===== config.mk =====
export PLATFORM = sky130hd
export DESIGN_NAME = lane_rr_scheduler_flat
export DESIGN_NICKNAME = d
export VERILOG_FILES = /design/src/rtl/lane_rr_scheduler_if.sv /design/src/rtl/lane_rr_scheduler.sv /design/src/flat_wrapper.sv
export SDC_FILE = /design/constraint.sdc
export NUM_CORES = 1
export LEC_CHECK = 0
export BUFFER_PORTS_ARGS = -buffer_cell sky130_fd_sc_hd__buf_4
export CAP_MARGIN = 20
export CORE_UTILIZATION = 30
export CTS_CLUSTER_SIZE = 30
export DETAILED_ROUTE_END_ITERATION = 16
export PLACE_DENSITY = 0.52
export SYNTH_ARGS = -nofsm -noshare
export SYNTH_HDL_FRONTEND = slang
export SYNTH_SLANG_ARGS = --single-unit

===== constraint.sdc =====
create_clock -name clk -period 2.51 [get_ports clk]
set_clock_uncertainty 0.1 [all_clocks]
set_input_delay 0 -clock clk [delete_from_list [all_inputs] [get_ports clk]]
set_output_delay 0 -clock clk [all_outputs]
set_load 0.01 [all_outputs]

===== src/rtl/lane_rr_scheduler_if.sv =====
// lane_rr_scheduler_if
//   Bundles the four lane handshakes and the serialized output of lane_rr_scheduler.
//   Signals:
//     dataIn0..3   [7:0]  lane byte from source
//     validIn0..3         lane byte offered
//     readyIn0..3         lane byte accepted this cycle (when validIn also high)
//     dataOut      [7:0]  scheduled byte, IDLE_SYM when validOut=0
//     validOut            dataOut carries a lane byte
//     selector0/1         lane index of the current dataOut
//     syncDone            post-reset idle run has finished
//   Modports: master = lane sources / link side, slave = scheduler.
interface lane_rr_scheduler_if;
    logic [7:0] dataIn0;
    logic [7:0] dataIn1;
    logic [7:0] dataIn2;
    logic [7:0] dataIn3;
    logic       validIn0;
    logic       validIn1;
    logic       validIn2;
    logic       validIn3;
    logic       readyIn0;
    logic       readyIn1;
    logic       readyIn2;
    logic       readyIn3;
    logic [7:0] dataOut;
    logic       validOut;
    logic       selector0;
    logic       selector1;
    logic       syncDone;

    modport master (
        output dataIn0, dataIn1, dataIn2, dataIn3,
        output validIn0, validIn1, validIn2, validIn3,
        input  readyIn0, readyIn1, readyIn2, readyIn3,
        input  dataOut, validOut, selector0, selector1, syncDone
    );

    modport slave (
        input  dataIn0, dataIn1, dataIn2, dataIn3,
        input  validIn0, validIn1, validIn2, validIn3,
        output readyIn0, readyIn1, readyIn2, readyIn3,
        output dataOut, validOut, selector0, selector1, syncDone
    );
endinterface


===== src/rtl/lane_rr_scheduler.sv =====
// lane_rr_scheduler
//   Round-robin merge of four 8-bit byte lanes onto one serialized byte stream. Each lane
//   has a one-byte holding register with valid/ready backpressure. After reset the block
//   emits SYNC_LEN idle symbols, then grants the first full lane starting at the
//   round-robin pointer, one byte per cycle.
//   Ports:
//     clk    rising-edge clock
//     reset  asynchronous, active-low reset
//     bus    lane_rr_scheduler_if.slave (lane handshakes, dataOut/validOut,
//            selector0/1, syncDone)
//   Parameters:
//     SYNC_LEN   idle cycles after reset (1..255)
//     IDLE_SYM   byte driven when validOut=0
//     BURST_MAX  consecutive grants per lane (1..15), only with SCHED_BURST_EN
//   Build option:
//     SCHED_BURST_EN  when defined, a lane that stays full keeps the pointer for up to
//                     BURST_MAX consecutive grants; otherwise strict single-grant rotation.
module lane_rr_scheduler #(
    parameter int unsigned SYNC_LEN  = 4,
    parameter logic [7:0]  IDLE_SYM  = 8'hBC,
    parameter int unsigned BURST_MAX = 2
) (
    input logic                clk,
    input logic                reset,
    lane_rr_scheduler_if.slave bus
);

    if (SYNC_LEN < 1 || SYNC_LEN > 255) begin : gBadSyncLen
        $error("lane_rr_scheduler: SYNC_LEN must be in 1..255");
    end
    if (BURST_MAX < 1 || BURST_MAX > 15) begin : gBadBurstMax
        $error("lane_rr_scheduler: BURST_MAX must be in 1..15");
    end

    typedef enum logic [0:0] {StSync, StRun} stateT;

    stateT           stateQ, stateD;
    logic [7:0]      syncCntQ, syncCntD;
    logic [3:0][7:0] holdQ, holdD;
    logic [3:0]      fullQ, fullD;
    logic [1:0]      ptrQ, ptrD;
    logic [7:0]      dataOutQ, dataOutD;
    logic            validOutQ, validOutD;
    logic [1:0]      selQ, selD;
    logic            syncDoneQ, syncDoneD;
`ifdef SCHED_BURST_EN
    logic [3:0]      burstQ, burstD;
`endif

    logic [3:0][7:0] dataIn;
    logic [3:0]      validIn;
    logic [3:0]      readyIn;
    logic            grantValid;
    logic [1:0]      grantLane;

    assign dataIn  = {bus.dataIn3, bus.dataIn2, bus.dataIn1, bus.dataIn0};
    assign validIn = {bus.validIn3, bus.validIn2, bus.validIn1, bus.validIn0};

    // Grant uses registered state only, so validIn never reaches readyIn combinationally.
    always_comb begin
        grantValid = 1'b0;
        grantLane  = ptrQ;
        for (int i = 0; i < 4; i++) begin
            if (!grantValid && fullQ[ptrQ + 2'(i)]) begin
                grantValid = 1'b1;
                grantLane  = ptrQ + 2'(i);
            end
        end
    end

    // A lane being granted this cycle can be refilled in the same cycle.
    always_comb begin
        for (int k = 0; k < 4; k++) begin
            readyIn[k] = (stateQ == StRun) &&
                         (!fullQ[k] || (grantValid && (grantLane == 2'(k))));
        end
    end

    always_comb begin
        stateD    = stateQ;
        syncCntD  = syncCntQ;
        holdD     = holdQ;
        fullD     = fullQ;
        ptrD      = ptrQ;
        dataOutD  = dataOutQ;
        validOutD = validOutQ;
        selD      = selQ;
        syncDoneD = syncDoneQ;
`ifdef SCHED_BURST_EN
        burstD    = burstQ;
`endif

        unique case (stateQ)
            StSync: begin
                dataOutD  = IDLE_SYM;
                validOutD = 1'b0;
                syncCntD  = syncCntQ + 8'd1;
                if (syncCntQ == 8'(SYNC_LEN - 1)) begin
                    stateD    = StRun;
                    syncDoneD = 1'b1;
                end
            end
            StRun: begin
                if (grantValid) begin
                    dataOutD         = holdQ[grantLane];
                    validOutD        = 1'b1;
                    selD             = grantLane;
                    fullD[grantLane] = 1'b0;
                end else begin
                    dataOutD  = IDLE_SYM;
                    validOutD = 1'b0;
                end

                // Capture after the grant clear so a same-cycle refill keeps the lane full.
                for (int k = 0; k < 4; k++) begin
                    if (validIn[k] && readyIn[k]) begin
                        holdD[k] = dataIn[k];
                        fullD[k] = 1'b1;
                    end
                end

                if (grantValid) begin
`ifdef SCHED_BURST_EN
                    // Stay on the lane while it refills and its burst has room.
                    if (fullD[grantLane] && ((burstQ + 4'd1) < 4'(BURST_MAX))) begin
                        ptrD   = grantLane;
                        burstD = burstQ + 4'd1;
                    end else begin
                        ptrD   = grantLane + 2'd1;
                        burstD = 4'd0;
                    end
`else
                    ptrD = grantLane + 2'd1;
`endif
                end
            end
            default: begin
                stateD = StSync;
            end
        endcase
    end

    always_ff @(posedge clk or negedge reset) begin
        if (!reset) begin
            stateQ    <= StSync;
            syncCntQ  <= 8'd0;
            holdQ     <= '0;
            fullQ     <= 4'd0;
            ptrQ      <= 2'd0;
            dataOutQ  <= IDLE_SYM;
            validOutQ <= 1'b0;
            selQ      <= 2'd0;
            syncDoneQ <= 1'b0;
`ifdef SCHED_BURST_EN
            burstQ    <= 4'd0;
`endif
        end else begin
            stateQ    <= stateD;
            syncCntQ  <= syncCntD;
            holdQ     <= holdD;
            fullQ     <= fullD;
            ptrQ      <= ptrD;
            dataOutQ  <= dataOutD;
            validOutQ <= validOutD;
            selQ      <= selD;
            syncDoneQ <= syncDoneD;
`ifdef SCHED_BURST_EN
            burstQ    <= burstD;
`endif
        end
    end

    assign bus.readyIn0  = readyIn[0];
    assign bus.readyIn1  = readyIn[1];
    assign bus.readyIn2  = readyIn[2];
    assign bus.readyIn3  = readyIn[3];
    assign bus.dataOut   = dataOutQ;
    assign bus.validOut  = validOutQ;
    assign bus.selector0 = selQ[0];
    assign bus.selector1 = selQ[1];
    assign bus.syncDone  = syncDoneQ;

endmodule


===== src/flat_wrapper.sv =====
// flat-port wrapper written by rule: the top's interface ports become plain ports
module lane_rr_scheduler_flat 
#(
    parameter int unsigned SYNC_LEN  = 4,
    parameter logic [7:0]  IDLE_SYM  = 8'hBC,
    parameter int unsigned BURST_MAX = 2
)
  (clk, reset, bus_dataIn0, bus_dataIn1, bus_dataIn2, bus_dataIn3, bus_validIn0, bus_validIn1, bus_validIn2, bus_validIn3, bus_readyIn0, bus_readyIn1, bus_readyIn2, bus_readyIn3, bus_dataOut, bus_validOut, bus_selector0, bus_selector1, bus_syncDone);
  lane_rr_scheduler_if bus_i ();
  input logic clk;
  input logic reset;
  input wire logic [$bits(bus_i.dataIn0)-1:0] bus_dataIn0;
  input wire logic [$bits(bus_i.dataIn1)-1:0] bus_dataIn1;
  input wire logic [$bits(bus_i.dataIn2)-1:0] bus_dataIn2;
  input wire logic [$bits(bus_i.dataIn3)-1:0] bus_dataIn3;
  input wire logic [$bits(bus_i.validIn0)-1:0] bus_validIn0;
  input wire logic [$bits(bus_i.validIn1)-1:0] bus_validIn1;
  input wire logic [$bits(bus_i.validIn2)-1:0] bus_validIn2;
  input wire logic [$bits(bus_i.validIn3)-1:0] bus_validIn3;
  output wire logic [$bits(bus_i.readyIn0)-1:0] bus_readyIn0;
  output wire logic [$bits(bus_i.readyIn1)-1:0] bus_readyIn1;
  output wire logic [$bits(bus_i.readyIn2)-1:0] bus_readyIn2;
  output wire logic [$bits(bus_i.readyIn3)-1:0] bus_readyIn3;
  output wire logic [$bits(bus_i.dataOut)-1:0] bus_dataOut;
  output wire logic [$bits(bus_i.validOut)-1:0] bus_validOut;
  output wire logic [$bits(bus_i.selector0)-1:0] bus_selector0;
  output wire logic [$bits(bus_i.selector1)-1:0] bus_selector1;
  output wire logic [$bits(bus_i.syncDone)-1:0] bus_syncDone;
  assign bus_i.dataIn0 = bus_dataIn0;
  assign bus_i.dataIn1 = bus_dataIn1;
  assign bus_i.dataIn2 = bus_dataIn2;
  assign bus_i.dataIn3 = bus_dataIn3;
  assign bus_i.validIn0 = bus_validIn0;
  assign bus_i.validIn1 = bus_validIn1;
  assign bus_i.validIn2 = bus_validIn2;
  assign bus_i.validIn3 = bus_validIn3;
  assign bus_readyIn0 = bus_i.readyIn0;
  assign bus_readyIn1 = bus_i.readyIn1;
  assign bus_readyIn2 = bus_i.readyIn2;
  assign bus_readyIn3 = bus_i.readyIn3;
  assign bus_dataOut = bus_i.dataOut;
  assign bus_validOut = bus_i.validOut;
  assign bus_selector0 = bus_i.selector0;
  assign bus_selector1 = bus_i.selector1;
  assign bus_syncDone = bus_i.syncDone;
  lane_rr_scheduler #(.SYNC_LEN(SYNC_LEN), .IDLE_SYM(IDLE_SYM), .BURST_MAX(BURST_MAX)) u_core (.clk(clk), .reset(reset), .bus(bus_i));
endmodule

After elaboration in Yosys (flattened, before gate mapping)

Index checks and enable logic that the tools add are counted.

$add $sub $neg: 5
Multiply operators: 0
Div/mod/pow operators: 0
Order comparisons: 6
Equality and inequality tests: 4
Shifts and indexed selects: 0
Multiplexer cells: 30
Bitwise operators: 3
Reduce and logical (&&, ||, !) cells: 42

Operators with widths:

| cell                                                                                | number |
|---|---|
| 2-bit AND reduction                                                                 | 10 |
| 8-bit binary-select mux with 2-bit select                                           | 1 |
| 1-bit logical AND                                                                   | 16 |
| 1-bit two-way mux                                                                   | 16 |
| 8-bit two-way mux                                                                   | 2 |
| 8-bit case mux with 2 select lines                                                  | 1 |
| 2-bit by 3-bit < comparator with 1-bit output, second input constant                | 5 |
| 8-bit by 1-bit adder with 8-bit output, second input constant                       | 1 |
| 1-bit binary-select mux with 2-bit select                                           | 4 |
| 8-bit by 2-bit equality test with 1-bit output, second input constant               | 1 |
| 2-bit nonzero test                                                                  | 4 |
| 1-bit zero test                                                                     | 7 |
| 2-bit two-way mux                                                                   | 3 |
| 2-bit by 1-bit adder with 2-bit output, second input constant                       | 2 |
| 2-bit adder, second input constant                                                  | 2 |
| 4-bit bitwise AND                                                                   | 1 |
| 2-bit equality test, second input constant                                          | 2 |
| 1-bit logical OR                                                                    | 4 |
| 4-bit two-way mux                                                                   | 1 |
| 4-bit inverter                                                                      | 1 |
| 1-bit demux with 2-bit select                                                       | 1 |
| 2-bit by 1-bit equality test with 1-bit output, second input constant               | 1 |
| 2-bit by 1-bit greater-or-equal comparator with 1-bit output, second input constant | 1 |
| 2-bit zero test                                                                     | 1 |
| 2 further kinds                                                                     | 2 |

Flip-flop bits (word level): 59
Bits in latches: 0
RAM bits: 0
Memory bits (read-only): 0
Bits of input ports: 38
Output and inout port bits: 16
Word-level logic and storage cells: 105
Memories kept: 0

Longest topological paths before layout

Word-level depth: 20
Depth in mapped cells: 7
Gate-level depth less buffers: 5

Worst setup path before layout

OpenSTA, ideal clock, no wires.

Path type: register to register
Start point: reg u_core.fullQ[0]
End point: reg u_core.holdQ[0] (netlist bit)
Setup time: 125 ps
Data arrival time: 1719 ps
Data required time: 2285 ps
Slack: 566 ps
Cell stages (with the launch flop): 7
Path buffers: 1
Clock period less this slack: 1944 ps
Path through: dfrtp_1 -> buf_6 -> nor2b_2 -> nor4_4 -> nor2_2 -> a41oi_4 -> mux2_2

Longest elaborated chain between the ends: 18
Elaborated cells between the ends (all ways): 28
Those cells by class: mux: 15; reduce/logical: 13

RTL lines:

| what                                      | line                     | source |
|---|---|---|
| start, declared                           | lane_rr_scheduler.sv:40  | `logic [3:0] fullQ, fullD;` |
| start signal, assigned                    | lane_rr_scheduler.sv:161 | `fullQ <= fullD;` |
| 1-bit binary-select mux with 2-bit select | lane_rr_scheduler.sv:64  | `if (!grantValid && fullQ[ptrQ + 2'(i)]) begin` |
| 1-bit two-way mux (implied by the code)   | lane_rr_scheduler.sv:64  |  |
| 1-bit two-way mux                         | lane_rr_scheduler.sv:64  |  |
| 1-bit zero test                           | lane_rr_scheduler.sv:64  |  |
| 1-bit logical AND                         | lane_rr_scheduler.sv:64  |  |
| 1-bit two-way mux                         | lane_rr_scheduler.sv:64  |  |
| 1-bit zero test                           | lane_rr_scheduler.sv:64  |  |
| 1-bit logical AND                         | lane_rr_scheduler.sv:64  |  |
| [... 2 more ...]                          | -                        |  |
| 1-bit logical AND                         | lane_rr_scheduler.sv:64  |  |
| 2-bit two-way mux                         | lane_rr_scheduler.sv:64  |  |
| 2-bit zero test                           | lane_rr_scheduler.sv:75  | `(!fullQ[k] \|\| (grantValid && (grantLane == 2'(k))));` |
| 1-bit logical AND                         | lane_rr_scheduler.sv:75  |  |
| 1-bit logical OR *                        | lane_rr_scheduler.sv:75  |  |
| 1-bit logical AND *                       | lane_rr_scheduler.sv:74  | `readyIn[k] = (stateQ == StRun) &&` |
| 1-bit logical AND *                       | lane_rr_scheduler.sv:116 | `if (validIn[k] && readyIn[k]) begin` |
| 2-bit AND reduction (no source line) *    | -                        |  |
| end signal, assigned                      | lane_rr_scheduler.sv:160 | `holdQ <= holdD;` |
| end, declared                             | lane_rr_scheduler.sv:39  | `logic [3:0][7:0] holdQ, holdD;` |

Every way passes the cells marked *; elsewhere a longest branch is shown, timed or not. The select of a mux whose other input is x is not followed.
A chain may end at the register's enable or synchronous reset.

Final worst setup path

Start point: reg u_core.ptrQ[0]
End point: out bus_readyIn0

Longest elaborated chain between the ends: 16
Elaborated cells between the ends (all ways): 28
Those cells by class: add/sub: 3; mux: 15; reduce/logical: 10

RTL lines:

| what                                                                            | line                     | source |
|---|---|---|
| start, declared                                                                 | lane_rr_scheduler.sv:41  | `logic [1:0] ptrQ, ptrD;` |
| start signal, assigned                                                          | lane_rr_scheduler.sv:162 | `ptrQ <= ptrD;` |
| branches (longest 13 deep; another with 2-bit by 1-bit adder with 2-bit output) | -                        |  |
| 1-bit logical AND *                                                             | lane_rr_scheduler.sv:75  |  |
| 1-bit logical OR *                                                              | lane_rr_scheduler.sv:75  |  |
| 1-bit logical AND *                                                             | lane_rr_scheduler.sv:74  |  |
| end, declared                                                                   | flat_wrapper.sv:20       | `output wire logic [$bits(bus_i.readyIn0)-1:0] bus_readyIn0;` |

Every way passes the cells marked *. The select of a mux whose other input is x is not followed.

==> impl_summary.log <==
INFO  metric result_of_the_run = finished, violations left
INFO  metric failed_checks = design-rule violations
INFO  metric antenna_violations_before_repair = 0
INFO  metric ys.flop_type = dfrtp_1
INFO  metric power_per_cell_area = 1215 nW/um2
INFO  metric achievable-frequency = 428.2 MHz
INFO  metric syn_nets = 267
INFO  metric number_of_synthesized_register_bits = 59
INFO  metric first_global_vias = 2131
INFO  metric final.min_clock_period = 2.335 ns
INFO  metric tritoncts_clock_tree = yes
INFO  metric synth_top_area_share = 47.47%
INFO  metric synth_enable_flop_cells = 0
INFO  metric globalRoute.totalOverflow = 0
INFO  metric filler_cells = 881
INFO  metric fp-row-count = 35
INFO  metric area.sequential = 1485 um2
INFO  metric global_route.usage.total = 14.60%
INFO  metric cts_max_path_buffers = 2
INFO  metric power_leakage = 1.727 nW
INFO  metric power.ir.vdd_worst = 0.0004845 V
INFO  metric post_synth_instance_area = 2846 um2
INFO  metric insertion_delay = 0.35 ns
INFO  metric dp_hpwl = 4.644 mm
INFO  metric layout_overhead_on_the_synthesized_area = 37.45%
INFO  metric rrSetupSlack = 0.30 ns
INFO  metric pin_count = 54
INFO  metric crit-reg2reg-capture = u_core.holdQ[5]
INFO  metric syn_warnings = 0
INFO  metric final_design_area_no_fill = 3913 um2
INFO  metric type_of_the_worst_setup_path = reg2out
INFO  metric critical_path.endpoint_type = primary output
INFO  metric dieArea = 9881 um2
INFO  metric synth-async-reset-ratio = 100.0%
INFO  metric worst_slew_pin_slew = 0.7581 ns
INFO  metric final-setup-viol-count = 0
INFO  metric ys_types = 56
INFO  metric worst_setup_path_start_kind = register
INFO  metric fin_crit_sh = 93.04%
INFO  metric gp_routability_congestion = 0.7937
INFO  metric hold_path.class = in2async
INFO  metric max-slew-margin-rel = 49.46%
INFO  metric rsz0062_at_grt = false
INFO  metric synth.top_cells.by_area = dfrtp_1, mux2_2, dfstp_2, mux2i_1, nand2_1
INFO  metric critical_path_peak_fanout = 11
INFO  metric start_util = 30.95%
INFO  metric drt_drc_violations_left = 2
INFO  metric r2r-start = u_core.ptrQ[0]
INFO  metric clk_pin_slew = 0.07 ns
INFO  metric drv_slew = 0
INFO  metric first_pass_grt_wire_length = 10.83 mm
INFO  metric clk_root_buffer_cell = clkbuf_8
INFO  metric synth_area_per_cell = 12.48 um2
INFO  metric arrival = 2.24 ns
INFO  metric final_layout_size_suffix_gt1_share = 39.27%
INFO  metric ant_nets = 0
INFO  metric clkSinkCount = 59
INFO  metric cts_buffers = 9
INFO  metric vias_per_cell = 4.910
INFO  metric die-height = 99.41 um
INFO  metric route.final.wire_length = 6.741 mm
INFO  metric netlist.top_cell.by_area = dfrtp_1
INFO  metric post_dp_cell_area = 3371 um2
INFO  metric cts_max_level = 3
INFO  metric synth_sequential_area_ratio = 52.09%
INFO  metric wl_per_instance = 15.25 um
INFO  metric timing.critical_path.required = 2.41 ns
INFO  metric syn_inst = 228
INFO  metric die_w = 99.41 um
INFO  metric routed-via-count = 2170
INFO  metric post-route-util = 42.54%
INFO  metric finish.net_count = 365
INFO  metric grt_max_degree = 60
INFO  metric hold_violations = 0
INFO  metric detailedRoute.firstIterationViolations = 104
INFO  metric fin_tns_setup = 0 ns
INFO  metric core-area = 9196 um2
INFO  metric max_cap_violations = 0
INFO  metric multi_input_comb_area = 1276 um2
INFO  metric number_of_diodes_added_for_antenna_fixing = 0
INFO  metric r2r_cells = 5
INFO  metric post-cts-setup-buffers = 0
INFO  metric port-buffer-count = 53
INFO  metric drt_pass1_iterations = 10
sequential cells by signal, indices dropped and copies added (netlist names):
signal               count
u_core.bus.dataOut       8
u_core.bus.syncDone      1
u_core.bus.validOut      1
u_core.fullQ             4
u_core.holdQ            32
u_core.ptrQ              2
u_core.selQ              2
u_core.stateQ            1
u_core.syncCntQ          8
worst max-delay path, stage by stage (launching register included):
cell     delay, ns
dfrtp_1       0.60
nor2b_2       0.15
or4_1         0.57
nand2_1       0.18
o21ai_0       0.10
and2_1        0.16
buf_4         0.14
placed cells by master, fill, tap and decap left out, drive strengths merged, types with 2 or more instances in the layout:
master / instances
xnor2: 5
nand2: 13
a31oi: 2
a221oi: 3
nand2b: 4
a21oi: 5
clkinv: 6
o21a: 2
xor2: 2
and2: 2
clkbuf: 9
o22ai: 3
inv: 8
mux2i: 9
nor3: 9
nand3: 6
mux2: 33
or3: 2
dfrtp: 54
a22o: 2
dfstp: 5
dlygate4sd3: 37
o211ai: 5
a211oi: 2
o311ai: 3
nor2: 8
o21ai: 12
nor2b: 4
buf: 59
worst max path at each step:
stage                      endpoint  depth (start not counted)             from  slack (ns)
floorplan           u_core.holdQ[0]                          6  u_core.fullQ[0]        0.57
global placement    u_core.holdQ[0]                          5  u_core.fullQ[3]        0.26
detailed placement  u_core.holdQ[1]                          5   u_core.ptrQ[1]        0.21
CTS                    bus_readyIn0                          6   u_core.ptrQ[1]        0.12
global route           bus_readyIn0                          6   u_core.ptrQ[0]        0.02
finish                 bus_readyIn0                          6   u_core.ptrQ[0]        0.17
cells in the mapped netlist (3+ instances only):
cell and count:
inv_1 7, nand2_1 13, o211ai_1 3, buf_2 4, nor2_1 7, nand2b_1 4, o311ai_0 3, mux2_2 32
xnor2_1 5, nor3_1 8, a221oi_1 3, dfrtp_1 54, mux2i_1 9, dfstp_2 5, nand3_1 5, o22ai_1 3
a21oi_1 5, o21ai_0 8
layer usage:
layer | global-route usage, % | share of wire [%] | vias to the layer above
li1 | - | - | 1036
met1 | 18.99 | 45 | 1071
met2 | 22.86 | 49 | 51
met3 | 4.076 | 4.0 | 12
met4 | 6.222 | 2.0 | 0
met5 | 0 | 0 | -
timing repair:
item / 4_1_cts / 5_1_grt
setup endpoints to repair: 0 / 1
resized for setup: 0 / 2
endpoints found under the hold margin: 90 / 0
hold buffers: 37 / 0
per-stage QoR:
step	hold slack (ns)	cells	setup slack (ns)	power, mW
after global placement	0.03331	389	0.2551	3.982
after detailed placement	0.02604	389	0.2083	3.999
after floorplan	-0.3956	228	0.5664	3.283
final	0.1671	442	0.1746	4.752
after global routing	0.2428	442	0.02397	5.085
after CTS	0.1837	442	0.1185	4.822
report_power, final:
part           internal, mW  total [mW]  switching [mW]
combinational          1.18        2.27            1.09
clock                 0.353       0.748           0.396
sequential             1.40        1.73           0.336
total                  2.93        4.75            1.82
cell families after synthesis:
| family | count (synthesis) | synth area share, % |
|---|---|---|
| and+or+nand+nor | 56 | 12.13 |
| adders and majority gates | 1 | 0.4395 |
| buffers and inverters | 17 | 3.077 |
| AOI/OAI and AO/OA | 46 | 13.89 |
| DFF | 59 | 52.09 |
| muxes | 42 | 16.22 |
| xor gates and xnor gates | 7 | 2.154 |
layout make-up:
cell class,instances,share of cell area [%]
Sequential cell,59,37.96
Multi-Input combinational cell,152,32.62
Timing Repair Buffer,96,20.79
Tap cell,111,3.550
Clock buffer,9,3.166
Clock inverter,7,1.151
Inverter,8,0.7675
Note: power is estimated with default switching activity, not from simulation.
